**config.mk**
```make
export PLATFORM = sky130hd
export DESIGN_NAME = load_store_unit
export DESIGN_NICKNAME = d
export VERILOG_FILES = /design/src/rtl/load_store_unit.sv
export SDC_FILE = /design/constraint.sdc
export NUM_CORES = 1
export LEC_CHECK = 0
export BUFFER_PORTS_ARGS = -buffer_cell sky130_fd_sc_hd__buf_2
export CELL_PAD_IN_SITES_DETAIL_PLACEMENT = 1
export CELL_PAD_IN_SITES_GLOBAL_PLACEMENT = 1
export CORE_MARGIN = 5
export CORE_UTILIZATION = 36
export CTS_CLUSTER_DIAMETER = 120
export DETAILED_ROUTE_END_ITERATION = 8
export HOLD_SLACK_MARGIN = 0.03
export PLACE_DENSITY = 0.82
export RECOVER_POWER = 50
export SKIP_CTS_REPAIR_TIMING = 1
export SYNTH_ARGS = -nofsm -noshare
export SYNTH_HDL_FRONTEND = slang
export SYNTH_SLANG_ARGS = --single-unit
export TNS_END_PERCENT = 1
```
**constraint.sdc**
```tcl
create_clock -name clk -period 3.65 [get_ports clk]
set_input_delay 0.1825 -clock clk [delete_from_list [all_inputs] [get_ports clk]]
set_output_delay 0.1825 -clock clk [all_outputs]
set_load 0.05 [all_outputs]
```
**src/rtl/load_store_unit.sv**
```systemverilog
// Load/store controller for a word-organised data memory. Handles byte, halfword and word
// accesses; sub-word stores are done as read-modify-write because memory writes whole words.
module load_store_unit (
    input  logic        clk,
    input  logic        reset,
    input  logic        req_valid,
    output logic        req_ready,
    input  logic        req_write,
    input  logic [1:0]  req_size,
    input  logic        req_signed,
    input  logic [31:0] req_addr,
    input  logic [31:0] req_wdata,
    output logic        resp_valid,
    input  logic        resp_ready,
    output logic [31:0] resp_rdata,
    output logic        resp_error,
    output logic        MemRead,
    output logic        MemWrite,
    output logic [31:0] Address,
    output logic [31:0] WriteData,
    input  logic [31:0] ReadData
);

    localparam logic [1:0] SizeByte = 2'b00;
    localparam logic [1:0] SizeHalf = 2'b01;
    localparam logic [1:0] SizeWord = 2'b10;

    typedef enum logic [2:0] {
        StIdle,
        StLoad,
        StRmwRd,
        StStore,
        StResp
    } state_e;

    state_e      state_q, state_d;
    logic        write_q, write_d;
    logic [1:0]  size_q, size_d;
    logic        signed_q, signed_d;
    logic [31:0] addr_q, addr_d;
    logic [31:0] wdata_q, wdata_d;
    logic [31:0] merge_q, merge_d;
    logic [31:0] rdata_q, rdata_d;
    logic        error_q, error_d;

    logic        req_err;
    logic [7:0]  rd_byte;
    logic [15:0] rd_half;
    logic [31:0] load_ext;
    logic [31:0] store_word;

    // Misaligned or illegal-size requests never touch memory.
    always_comb begin
        unique case (req_size)
            SizeByte: req_err = 1'b0;
            SizeHalf: req_err = req_addr[0];
            SizeWord: req_err = (req_addr[1:0] != 2'b00);
            default:  req_err = 1'b1;
        endcase
    end

    // Little-endian lane extraction from the word being read.
    always_comb begin
        unique case (addr_q[1:0])
            2'd0:    rd_byte = ReadData[7:0];
            2'd1:    rd_byte = ReadData[15:8];
            2'd2:    rd_byte = ReadData[23:16];
            default: rd_byte = ReadData[31:24];
        endcase
        rd_half = addr_q[1] ? ReadData[31:16] : ReadData[15:0];
        unique case (size_q)
            SizeByte: load_ext = {{24{signed_q & rd_byte[7]}}, rd_byte};
            SizeHalf: load_ext = {{16{signed_q & rd_half[15]}}, rd_half};
            default:  load_ext = ReadData;
        endcase
    end

    // Merge the new lane into the word captured during RMW_RD.
    always_comb begin
        store_word = merge_q;
        unique case (size_q)
            SizeByte: begin
                unique case (addr_q[1:0])
                    2'd0:    store_word[7:0]   = wdata_q[7:0];
                    2'd1:    store_word[15:8]  = wdata_q[7:0];
                    2'd2:    store_word[23:16] = wdata_q[7:0];
                    default: store_word[31:24] = wdata_q[7:0];
                endcase
            end
            SizeHalf: begin
                if (addr_q[1]) begin
                    store_word[31:16] = wdata_q[15:0];
                end else begin
                    store_word[15:0] = wdata_q[15:0];
                end
            end
            default: store_word = wdata_q;
        endcase
    end

    always_comb begin
        state_d  = state_q;
        write_d  = write_q;
        size_d   = size_q;
        signed_d = signed_q;
        addr_d   = addr_q;
        wdata_d  = wdata_q;
        merge_d  = merge_q;
        rdata_d  = rdata_q;
        error_d  = error_q;

        unique case (state_q)
            StIdle: begin
                if (req_valid) begin
                    write_d  = req_write;
                    size_d   = req_size;
                    signed_d = req_signed;
                    addr_d   = req_addr;
                    wdata_d  = req_wdata;
                    rdata_d  = 32'h0;
                    error_d  = req_err;
                    if (req_err) begin
                        state_d = StResp;
                    end else if (!req_write) begin
                        state_d = StLoad;
                    end else if (req_size == SizeWord) begin
                        state_d = StStore;
                    end else begin
                        state_d = StRmwRd;
                    end
                end
            end
            StLoad: begin
                rdata_d = load_ext;
                state_d = StResp;
            end
            StRmwRd: begin
                merge_d = ReadData;
                state_d = StStore;
            end
            StStore: begin
                state_d = StResp;
            end
            StResp: begin
                if (resp_ready) begin
                    state_d = StIdle;
                end
            end
            default: state_d = StIdle;
        endcase
    end

    always_ff @(posedge clk or posedge reset) begin
        if (reset) begin
            state_q  <= StIdle;
            write_q  <= 1'b0;
            size_q   <= 2'b00;
            signed_q <= 1'b0;
            addr_q   <= 32'h0;
            wdata_q  <= 32'h0;
            merge_q  <= 32'h0;
            rdata_q  <= 32'h0;
            error_q  <= 1'b0;
        end else begin
            state_q  <= state_d;
            write_q  <= write_d;
            size_q   <= size_d;
            signed_q <= signed_d;
            addr_q   <= addr_d;
            wdata_q  <= wdata_d;
            merge_q  <= merge_d;
            rdata_q  <= rdata_d;
            error_q  <= error_d;
        end
    end

    // Strobes decode straight from state so an async reset drops them at once.
    always_comb begin
        req_ready  = (state_q == StIdle) && !reset;
        MemRead    = (state_q == StLoad) || (state_q == StRmwRd);
        MemWrite   = (state_q == StStore);
        resp_valid = (state_q == StResp);
        Address    = (MemRead || MemWrite) ? {2'b00, addr_q[31:2]} : 32'h0;
        WriteData  = MemWrite ? store_word : 32'h0;
        resp_rdata = resp_valid ? rdata_q : 32'h0;
        resp_error = resp_valid && error_q;
    end

    logic unused_write;
    assign unused_write = write_q;

endmodule

```
==> impl_metrics.ini <==
[outcome]
status = finished, violations left
violations = capacitance limit, slew limit

[floorplanning]
coreArea_um2 = 18800
start_util = 0.367
die_h_um = 148
io_pins = 205
die-area_um2 = 22000
die_x_um = 148
rows = 50

[yosys]
synthFlopType = dfrtp_1
synth-compound-area-share = 0.127
synthArstFlopShare = 1.00
synth_cell_types = 50
synth_mux_area_frac = 0.189
yosysTopAreaCellShare = 0.491
synthTopCellsByArea = dfrtp_1, mux2_2, and3_1, and2_1, nand2_1
synth.avg_cell_area_um2 = 11.0
synth_top_family_by_area = multiplexers
synth-seq-cells = 135
synth-simple-area-share = 0.151
synth_xor_area_frac = 0
synth_edf_count = 0
ys_seq_area_frac = 0.491
synth_area_um2 = 6890
yosysTopAreaCell = dfrtp_1
synthCells = 625
synth_fa_ha_area_frac = 0
yosys_warnings = 0

[global_routing]
grtUsageTotal = 0.210
grt_pass1_wl_um = 35900
grt_max_degree = 117
antenna_found_initial = 1
grt-ovfl-total = 0
grt_pass1_vias = 6258

[sta]
period_share = 0.854
rsz0062_at_grt = no
whs_ns = 0.0383
hold_viol = 0
fin_tns_setup_ns = 0
fmax_mhz = 321
drv_slew = 159
fin_crit_ns = 3.12
final.setup_skew_ns = 0.0113
slew_headroom = -0.105
worst_pin_slew_ns = 1.66
setup_violations = 0

[setup_path]
cp_data_arrival_time_ns = 2.94
critical-path-top-delay-family = simple AND/OR/NAND/NOR gates
reg2regPathDepth = 4
end_kind = output port
critical_path_class = reg -> out
cpPeakStageDelay_ns = 0.79
rr_endpoint = addr_q[19]
reg2reg_from = state_q[2]
crit_slowest_cell = nor2b_1
regToRegSetupSlack_ns = 0.78
crit_required_ns = 3.47
crit_chain = nor2b_1, mux2_2, a222oi_1, nor2_1, buf_2
path_buf_inv = 1
path_max_fanout = 26
critPathLaunchType = flop

[detailed_routing]
drtIter0Drc = 416
firstDrtPassIters = 5
viasPerCell = 5.51
post-route-drc-count = 0
totalWireLength_um = 25300
route.vias.total = 6162
ant_nets = 0
post_drt_wl_per_cell_um = 22.6

[cts]
clk_latency_ns = 0.42
cts_root_buffer = clkbuf_16
cts_max_level = 4
cts_max_path_buffers = 2
cts.clk_slew.worst_paths_ns = 0.06
numCtsBuffers = 17
cts_tree = built
cts.sinks = 135

[power]
irDropWorstVdd_v = 0.000460
power.leakage_nw = 4.46
p_per_area_nw_per_um2 = 906

[place]
gp_congestion = 0.847
port_buffers = 202
dp.final_hpwl_um = 16800

[hold_path]
worstHoldPathType = in -> reg
whs_path_depth = 2
min_to = merge_q[11]
hold_path.startpoint = ReadData[11]

[cells_and_area]
area_delta_synth_final_pct = 34.5
post_route_cells_drive_above_1_share = 0.412
nets = 975

[run]
maxCapViolCount = 2
[kinds of logic after synthesis]
kind of cell	after synthesis
AOI/OAI and AO/OA	116
buffers and inverters	63
DFF	135
muxes	116
other	1
and+or+nand+nor	194
[placed cells by master (no fill, tap or decap), types with 4 or more instances in the layout]
master and instances:
nand2b_1 8, buf_4 11, nor2_1 29, a21oi_1 17, o21ai_1 8, clkbuf_16 17
o21ai_0 20, a311oi_1 8, and3_1 35, nor3_1 11, a221oi_1 14, a22o_1 7
clkinv_4 4, mux2_2 111, mux2i_1 5, dfrtp_1 135, clkbuf_1 4, and2_1 30
nand3_1 11, inv_1 6, a221o_1 16, nand3b_1 6, a222oi_1 8, a21boi_0 5
nand2_1 48, buf_2 201, dlygate4sd3_1 65
[flip-flops by register name, summed over array words and instances, names as in the netlist]
| name | cells |
|---|---|
| addr_q | 32 |
| merge_q | 32 |
| rdata_q | 32 |
| wdata_q | 32 |
| state_q | 3 |
| size_q | 2 |
| error_q | 1 |
| signed_q | 1 |
[layout make-up]
class,instances,area (µm²)
multi-input cells,428,3230
fillers,2092,9510
clock inverters,13,121
flip-flops and latches,135,3380
repair buffers,281,1760
well taps,234,293
diodes,1,2.50
clock buffers,19,443
inverters,8,31.3
[routing by layer]
layer | global-route usage | wire length (µm)
met1 | 0.280 | 10500
met2 | 0.342 | 12900
met3 | 0.0439 | 1260
met4 | 0.0721 | 726
met5 | 0 | 0
[how the worst max path moves through the flow]
stage                from  cells after the start  slack (ns)             to
3_3_place_gp    addr_q[1]                      5        1.11  WriteData[12]
3_5_place_dp    addr_q[1]                      5        1.12  WriteData[12]
6_report        addr_q[1]                      5        0.53  WriteData[14]
2_1_floorplan  state_q[2]                      4        1.07      req_ready
5_1_grt        state_q[2]                      4        0.37        MemRead
4_1_cts         addr_q[1]                      5        0.61  WriteData[12]
[report_power, final]
| group | switching, mW | leakage, nW | internal (mW) |
|---|---|---|---|
| Combinational | 2.31 | 2.53 | 1.53 |
| Sequential | 0.673 | 1.65 | 2.22 |
| Clock | 0.692 | 0.274 | 0.961 |
[cell usage after synthesis, types with 2 or more instances]
master / instances
buf_1: 3
mux2_2: 111
buf_2: 21
nor2b_1: 3
o21ai_0: 20
inv_1: 7
nor3_1: 11
or3_1: 2
a222oi_1: 8
nand3b_1: 6
nor3b_2: 2
a311oi_1: 8
nand3_1: 11
buf_4: 4
and3_1: 35
dfrtp_1: 135
clkbuf_1: 26
a22o_1: 7
a221o_1: 16
nor2_1: 30
o21ai_1: 8
nand2b_1: 8
a21boi_0: 5
a21o_1: 2
and2_1: 30
a31oi_1: 2
mux2i_1: 5
a221oi_1: 14
nand2_1: 48
a21oi_1: 17
[through the flow]
stage / cell area, µm² / worst slack [ns] / std cells / power [mW] / utilization
after floorplan: 6890 / 1.07 / 626 / 5.58 / -
after global placement: 8070 / 1.11 / 1021 / 6.47 / 0.430
after detailed placement: 8070 / 1.12 / 1021 / 6.59 / 0.430
after CTS: 8630 / 0.605 / 1053 / 8.28 / 0.460
after global routing: 9260 / 0.374 / 1119 / 8.86 / 0.493
final: 9260 / 0.532 / 1119 / 8.39 / 0.493
No activity file was read; power rests on OpenSTA's default activity.
